<file path="config.mk">
export PLATFORM = sky130hd
export DESIGN_NAME = pipeline_hazard_controller_flat
export DESIGN_NICKNAME = d
export VERILOG_FILES = /design/src/rtl/pipeline_hazard_controller_if.sv /design/src/rtl/pipeline_hazard_controller.sv /design/src/flat_wrapper.sv
export SDC_FILE = /design/constraint.sdc
export NUM_CORES = 1
export LEC_CHECK = 0
export CAP_MARGIN = 10
export CORE_MARGIN = 2
export CORE_UTILIZATION = 40
export DETAILED_ROUTE_END_ITERATION = 12
export PLACE_DENSITY = 0.78
export RECOVER_POWER = 25
export REMOVE_ABC_BUFFERS = 1
export SLEW_MARGIN = 30
export SYNTH_ARGS = -nofsm -noshare
export SYNTH_HDL_FRONTEND = slang
export SYNTH_SLANG_ARGS = --single-unit
</file>
<file path="constraint.sdc">
create_clock -name clk -period 1.65 [get_ports clk]
set_input_delay 0.165 -clock clk [delete_from_list [all_inputs] [get_ports clk]]
set_output_delay 0.165 -clock clk [all_outputs]
set_load 0.03 [all_outputs]
</file>
<file path="src/rtl/pipeline_hazard_controller_if.sv">
// Decode/EX hazard inputs and pipeline-register control outputs of the hazard controller.
// The controller side takes the slave modport; the pipeline (or bench) takes master.
interface pipeline_hazard_controller_if #(
  parameter int CNT_W = 16
);
  logic [2:0]       IF_ID_Read_Reg_Num_1;
  logic [2:0]       IF_ID_Read_Reg_Num_2;
  logic             IF_ID_Uses_Rs1;
  logic             IF_ID_Uses_Rs2;
  logic [2:0]       ID_EX_Write_Reg_Num;
  logic             ID_EX_MemRead;
  logic             EX_Branch_Taken;
  logic             EX_Mul_Start;
  logic             PC_Write;
  logic             IF_ID_Write;
  logic             ID_EX_Write;
  logic             ID_EX_Bubble;
  logic             IF_ID_Flush;
  logic             Mul_Busy;
  logic             Mul_Done;
  logic [1:0]       State;
  logic [CNT_W-1:0] Stall_Count;

  modport slave (
    input  IF_ID_Read_Reg_Num_1, IF_ID_Read_Reg_Num_2, IF_ID_Uses_Rs1, IF_ID_Uses_Rs2,
           ID_EX_Write_Reg_Num, ID_EX_MemRead, EX_Branch_Taken, EX_Mul_Start,
    output PC_Write, IF_ID_Write, ID_EX_Write, ID_EX_Bubble, IF_ID_Flush,
           Mul_Busy, Mul_Done, State, Stall_Count
  );

  modport master (
    output IF_ID_Read_Reg_Num_1, IF_ID_Read_Reg_Num_2, IF_ID_Uses_Rs1, IF_ID_Uses_Rs2,
           ID_EX_Write_Reg_Num, ID_EX_MemRead, EX_Branch_Taken, EX_Mul_Start,
    input  PC_Write, IF_ID_Write, ID_EX_Write, ID_EX_Bubble, IF_ID_Flush,
           Mul_Busy, Mul_Done, State, Stall_Count
  );
endinterface

</file>
<file path="src/rtl/pipeline_hazard_controller.sv">
// Stall/flush controller for load-use, taken-branch and multi-cycle multiply hazards.
// Controls are combinational (0-cycle); a multiply holds PC/IF/ID for MUL_CYCLES-1 cycles.
module pipeline_hazard_controller #(
  parameter int MUL_CYCLES = 4,
  parameter int CNT_W      = 16
) (
  input  logic                         clk,
  input  logic                         reset_n,
  pipeline_hazard_controller_if.slave  bus
);
  typedef enum logic [1:0] {
    RUN      = 2'b00,
    MUL_BUSY = 2'b01,
    MUL_DONE = 2'b10,
    ILLEGAL  = 2'b11
  } state_t;

  localparam logic [3:0] MUL_LOAD = 4'(MUL_CYCLES - 2);

  state_t           r_state, w_next_state;
  logic [3:0]       r_cnt, w_next_cnt;
  logic [CNT_W-1:0] r_stall_cnt;
  logic             w_lu;
  logic             w_pc_write, w_if_id_write, w_id_ex_write;
  logic             w_bubble, w_flush, w_busy, w_done;

  assign w_lu = bus.ID_EX_MemRead &&
                ((bus.IF_ID_Uses_Rs1 && (bus.IF_ID_Read_Reg_Num_1 == bus.ID_EX_Write_Reg_Num)) ||
                 (bus.IF_ID_Uses_Rs2 && (bus.IF_ID_Read_Reg_Num_2 == bus.ID_EX_Write_Reg_Num)));

  always_ff @(posedge clk) begin
    if (!reset_n) begin
      r_state     <= RUN;
      r_cnt       <= 4'd0;
      r_stall_cnt <= '0;
    end else begin
      r_state <= w_next_state;
      r_cnt   <= w_next_cnt;
      if (!w_pc_write && (r_stall_cnt != '1))
        r_stall_cnt <= r_stall_cnt + 1'b1;
    end
  end

  always_comb begin
    w_next_state  = RUN;
    w_next_cnt    = r_cnt;
    w_pc_write    = 1'b1;
    w_if_id_write = 1'b1;
    w_id_ex_write = 1'b1;
    w_bubble      = 1'b0;
    w_flush       = 1'b0;
    w_busy        = 1'b0;
    w_done        = 1'b0;
    case (r_state)
      MUL_BUSY: begin
        w_busy        = 1'b1;
        w_pc_write    = 1'b0;
        w_if_id_write = 1'b0;
        w_id_ex_write = 1'b0;
        w_next_cnt    = (r_cnt != 4'd0) ? r_cnt - 4'd1 : 4'd0;
        // Counter reaching zero this cycle hands over to the result cycle.
        w_next_state  = (r_cnt <= 4'd1) ? MUL_DONE : MUL_BUSY;
      end
      default: begin
        // RUN, MUL_DONE and the unused encoding share the RUN decision tree;
        // only RUN may launch a new multiply.
        w_done = (r_state == MUL_DONE);
        if (bus.EX_Branch_Taken) begin
          w_bubble = 1'b1;
          w_flush  = 1'b1;
        end else if (bus.EX_Mul_Start && (r_state == RUN)) begin
          w_pc_write    = 1'b0;
          w_if_id_write = 1'b0;
          w_id_ex_write = 1'b0;
          w_next_cnt    = MUL_LOAD;
          w_next_state  = (MUL_CYCLES <= 2) ? MUL_DONE : MUL_BUSY;
        end else if (w_lu) begin
          w_pc_write    = 1'b0;
          w_if_id_write = 1'b0;
          w_bubble      = 1'b1;
        end
      end
    endcase
    if (!reset_n) begin
      w_pc_write    = 1'b1;
      w_if_id_write = 1'b1;
      w_id_ex_write = 1'b1;
      w_bubble      = 1'b1;
      w_flush       = 1'b1;
      w_busy        = 1'b0;
      w_done        = 1'b0;
    end
  end

  assign bus.PC_Write     = w_pc_write;
  assign bus.IF_ID_Write  = w_if_id_write;
  assign bus.ID_EX_Write  = w_id_ex_write;
  assign bus.ID_EX_Bubble = w_bubble;
  assign bus.IF_ID_Flush  = w_flush;
  assign bus.Mul_Busy     = w_busy;
  assign bus.Mul_Done     = w_done;
  assign bus.State        = r_state;
  assign bus.Stall_Count  = r_stall_cnt;
endmodule

</file>
<file path="src/flat_wrapper.sv">
// flat-port wrapper written by rule: the top's interface ports become plain ports
module pipeline_hazard_controller_flat 
#(
  parameter int MUL_CYCLES = 4,
  parameter int CNT_W      = 16
)
  (clk, reset_n, bus_IF_ID_Read_Reg_Num_1, bus_IF_ID_Read_Reg_Num_2, bus_IF_ID_Uses_Rs1, bus_IF_ID_Uses_Rs2, bus_ID_EX_Write_Reg_Num, bus_ID_EX_MemRead, bus_EX_Branch_Taken, bus_EX_Mul_Start, bus_PC_Write, bus_IF_ID_Write, bus_ID_EX_Write, bus_ID_EX_Bubble, bus_IF_ID_Flush, bus_Mul_Busy, bus_Mul_Done, bus_State, bus_Stall_Count);
  pipeline_hazard_controller_if #(.CNT_W(CNT_W)) bus_i ();
  input  logic clk;
  input  logic reset_n;
  input wire logic [$bits(bus_i.IF_ID_Read_Reg_Num_1)-1:0] bus_IF_ID_Read_Reg_Num_1;
  input wire logic [$bits(bus_i.IF_ID_Read_Reg_Num_2)-1:0] bus_IF_ID_Read_Reg_Num_2;
  input wire logic [$bits(bus_i.IF_ID_Uses_Rs1)-1:0] bus_IF_ID_Uses_Rs1;
  input wire logic [$bits(bus_i.IF_ID_Uses_Rs2)-1:0] bus_IF_ID_Uses_Rs2;
  input wire logic [$bits(bus_i.ID_EX_Write_Reg_Num)-1:0] bus_ID_EX_Write_Reg_Num;
  input wire logic [$bits(bus_i.ID_EX_MemRead)-1:0] bus_ID_EX_MemRead;
  input wire logic [$bits(bus_i.EX_Branch_Taken)-1:0] bus_EX_Branch_Taken;
  input wire logic [$bits(bus_i.EX_Mul_Start)-1:0] bus_EX_Mul_Start;
  output wire logic [$bits(bus_i.PC_Write)-1:0] bus_PC_Write;
  output wire logic [$bits(bus_i.IF_ID_Write)-1:0] bus_IF_ID_Write;
  output wire logic [$bits(bus_i.ID_EX_Write)-1:0] bus_ID_EX_Write;
  output wire logic [$bits(bus_i.ID_EX_Bubble)-1:0] bus_ID_EX_Bubble;
  output wire logic [$bits(bus_i.IF_ID_Flush)-1:0] bus_IF_ID_Flush;
  output wire logic [$bits(bus_i.Mul_Busy)-1:0] bus_Mul_Busy;
  output wire logic [$bits(bus_i.Mul_Done)-1:0] bus_Mul_Done;
  output wire logic [$bits(bus_i.State)-1:0] bus_State;
  output wire logic [$bits(bus_i.Stall_Count)-1:0] bus_Stall_Count;
  assign bus_i.IF_ID_Read_Reg_Num_1 = bus_IF_ID_Read_Reg_Num_1;
  assign bus_i.IF_ID_Read_Reg_Num_2 = bus_IF_ID_Read_Reg_Num_2;
  assign bus_i.IF_ID_Uses_Rs1 = bus_IF_ID_Uses_Rs1;
  assign bus_i.IF_ID_Uses_Rs2 = bus_IF_ID_Uses_Rs2;
  assign bus_i.ID_EX_Write_Reg_Num = bus_ID_EX_Write_Reg_Num;
  assign bus_i.ID_EX_MemRead = bus_ID_EX_MemRead;
  assign bus_i.EX_Branch_Taken = bus_EX_Branch_Taken;
  assign bus_i.EX_Mul_Start = bus_EX_Mul_Start;
  assign bus_PC_Write = bus_i.PC_Write;
  assign bus_IF_ID_Write = bus_i.IF_ID_Write;
  assign bus_ID_EX_Write = bus_i.ID_EX_Write;
  assign bus_ID_EX_Bubble = bus_i.ID_EX_Bubble;
  assign bus_IF_ID_Flush = bus_i.IF_ID_Flush;
  assign bus_Mul_Busy = bus_i.Mul_Busy;
  assign bus_Mul_Done = bus_i.Mul_Done;
  assign bus_State = bus_i.State;
  assign bus_Stall_Count = bus_i.Stall_Count;
  pipeline_hazard_controller #(.MUL_CYCLES(MUL_CYCLES), .CNT_W(CNT_W)) u_core (.clk(clk), .reset_n(reset_n), .bus(bus_i));
endmodule
</file>
==> impl_metrics.yaml <==
synth:
  synth_area_mm2: 0.00139
  synthCells: 157
  synth_cell_type_count: 37
  async_flop_share_pct: 0
  synth_xor_xnor_area_share_pct: 3.78
  synth_edf_count: 0
  synthAdderAreaFrac_pct: 0.899
  ys_warn_count: 0
  synth.avg_cell_area_um2: 8.86
  muxShareOfSynthArea_pct: 9.35
  synth-compound-area-share_pct: 23.7
  synth_top_flop_cell: "dfxtp_1"
  synth_top_family_by_area: "simple AND/OR/NAND/NOR gates"
  yosys.area_share.simple_pct: 25.9
  seq_area_frac_synth_pct: 31.7
  synth_seq_cells: 22
route:
  antenna_left: 0
  routedWlPerCell_um: 15.4
  vias: 1469
  firstDrtPassIters: 4
  viasPerCell: 5.25
  drt_iter0_drc: 83
  wl_um: 4320
  drc_errors: 0
outcome:
  status: "finished, violations left"
  violations: "setup timing"
floorplanning:
  core_area_mm2: 0.00334
  die_x_um: 63.0
  pin_count: 41
  dieArea_mm2: 0.00397
  start_util_pct: 41.7
  die_y_um: 63.0
  rows: 21
timing:
  setup_ws_ps: -166
  fmax_mhz: 551
  finalCritPeriodShare_pct: 110
  rsz0062_at_grt: "true"
  tightest_slew_ps: 529
  fin_worst_skew_ps: 3.73
  hold_viol: 0
  setup_viol: 15
  min_period_ps: 1820
  drv_slew: 0
  maxSlewHeadroom_pct: 64.3
  whs_ps: 485
  tns_ps: -1690
cts:
  clkTransAtPathRegs_ps: 140
  clk_path_buf_depth: 2
  cts-root-buf: "clkbuf_4"
  htree_num_levels: 1
  cts_tree: "done"
  hold_buffers: 0
  cts_inserted_buffers: 3
  clk-insertion-delay-late_ps: 330
  clock_sinks: 22
placed_design:
  hpwl_um: 2910
  io_buffers: 40
  gp_congestion: 0.761
power_and_ir_drop:
  powerDensity_mw_per_mm2: 563
  clkPwrFrac_pct: 33.9
  power.switching_w: 0.000358
  swShare_pct: 27.9
  leakagePower_nw: 0.967
  p_int_w: 0.000929
  p_seq_share_pct: 43.0
  comb_power_share_pct: 23.1
  peakVddDrop_v: 0.000306
layout:
  syn_to_final_growth_pct: 64.4
  num_antenna_cells: 0
  drive_gt1_share_pct: 35.9
  utilization_pct: 68.5
  fin_nets: 252
global_routing:
  grt_start_max_net_pins: 18
  grt_overflow: 0
  grt_pass1_vias: 1514
  gr-usage-all-layers_pct: 21.5
  grt_antenna_before_repair: 0
  grt_pass1_wl_um: 6840
worst_setup_path:
  rr_startpoint: "u_core.bus.Stall_Count[0]"
  cp_slowest_cell: "dfxtp_4"
  cp.required_ps: 1920
  crit_arrival_ps: 2080
  cpPeakStageDelay_ps: 390
  cp.depth: 8
  critPathTopFamily: "buffers and inverters"
  path_cells: "ha_4 -> and3_4 -> nand4_1 -> buf_4 -> o221ai_4 -> clkbuf_16 -> a21oi_2 -> mux2i_1"
  cp-start-kind: "flop"
  cp-end-kind: "flop"
  rr_worst_depth: 8
  crit_type: "flop to flop"
  crit_fanout: 7
  startpoint: "u_core.bus.Stall_Count[0]"
  critPathBufInv: 2
hold_path:
  hold_class: "input port to flop"
  hp-start: "reset_n"
  holdPathStages: 3
flow_run:
  cap_violations: 0
final timing paths:
check	endpoint	slack [ps]
worst max-delay path	u_core.bus.Stall_Count[5]	-170
worst min-delay path	u_core.bus.Stall_Count[1]	480
worst max register to register	u_core.bus.Stall_Count[5]	-170
worst min register to register	u_core.r_cnt[1]	530
power groups by stage:
stage / logic (W) / clock network [W] / registers, W
2_1_floorplan: 0.000112 / 0 / 0.000575
3_3_place_gp: 0.000247 / 0 / 0.000561
3_5_place_dp: 0.000258 / 0 / 0.000562
4_1_cts: 0.000278 / 0.000446 / 0.000554
5_1_grt: 0.000315 / 0.000459 / 0.000556
6_report: 0.000297 / 0.000436 / 0.000553
cell type report:
cell class	instances	area (um^2)
Sequential cell	22	449
Clock buffer	3	22.5
Inverter	5	18.8
Multi-Input combinational cell	123	1000
Clock inverter	1	30.0
Timing Repair Buffer	80	704
Fill cell	262	1050
Tap cell	46	57.6
cells in the final DEF (no fill, tap or decap), types with 2 or more instances in the layout:
cell,n
buf_4,40
dfxtp_1,19
nand2_1,16
dlygate4sd2_1,14
mux2i_1,13
clkdlybuf4s50_1,11
nand2b_1,9
nand3_1,9
nor2_1,7
a21oi_2,7
o21ai_0,6
inv_1,5
xnor2_1,5
dlymetal6s2s_1,5
nor3_1,4
and3_1,4
a21oi_1,4
clkbuf_4,4
o21a_1,3
clkbuf_1,3
buf_6,3
nor2b_1,2
o211ai_4,2
and4_4,2
a21boi_1,2
and3_4,2
a21o_1,2
a2111oi_4,2
a211oi_1,2
nand4_1,2
a21boi_2,2
dfxtp_4,2
cells in the mapped netlist, types with 2 or more instances:
library cell / count / area [um^2]
dfxtp_1: 22 / 440
nand2_1: 16 / 60.1
mux2i_1: 13 / 130
nand3_1: 10 / 50.1
nand2b_1: 9 / 56.3
a21oi_2: 7 / 61.3
and3_1: 7 / 43.8
nor2_1: 7 / 26.3
o21ai_0: 6 / 30.0
xnor2_1: 6 / 52.6
a21oi_1: 5 / 25.0
inv_1: 5 / 18.8
a21boi_1: 4 / 30.0
nor3_1: 4 / 20.0
a211oi_1: 3 / 22.5
and4_1: 3 / 26.3
clkbuf_1: 3 / 11.3
o21a_1: 3 / 22.5
a21o_1: 2 / 15.0
and2_1: 2 / 12.5
buf_6: 2 / 22.5
nand4_1: 2 / 12.5
nor2b_1: 2 / 12.5
worst register-to-register path: cells and delay by family (launching register included):
family,cells,cell delay [ps]
buffers and inverters,2,420
flip-flops,1,390
AND/OR/NAND/NOR,2,360
AO/OA/AOI/OAI,2,280
multiplexers,1,180
adder cells (fa/ha/maj),1,130
state kept, by name, summed over array words and instances (netlist names):
signal,count
u_core.bus.Stall_Count,16
u_core.r_cnt,4
u_core.bus.State,2
through the flow:
step | setup slack (ps) | instances | total power, W | area, um^2
final | -166 | 280 | 0.00129 | 2290
after global routing | -236 | 280 | 0.00133 | 2290
after CTS | -160 | 278 | 0.00128 | 2220
after detailed placement | -373 | 268 | 0.000819 | 2030
after global placement | -270 | 268 | 0.000808 | 2030
after floorplan | -421 | 150 | 0.000687 | 1350
metal layers:
layer	GRT usage [%]	vias to the layer above	share of wire (%)
met3	2.88	11	3.3
li1	-	721	-
met2	40.8	37	53
met4	9.17	0	2.6
met1	23.6	700	41
met5	0	-	0
cells by family after synthesis:
logic type | Yosys count
AO/OA/AOI/OAI | 38
AND/OR/NAND/NOR | 65
flip-flops | 22
multiplexers | 13
XOR/XNOR | 6
buffers and inverters | 12
adder cells (fa/ha/maj) | 1
timing repair:
action,4_1_cts,5_1_grt
endpoints found under the setup margin,31,26
resized for setup,42,21
buffers inserted,5,2
endpoints found under the hold margin,0,0
gates cloned,1,0
pin swaps,8,6
Note: power is estimated with default switching activity, not from simulation.
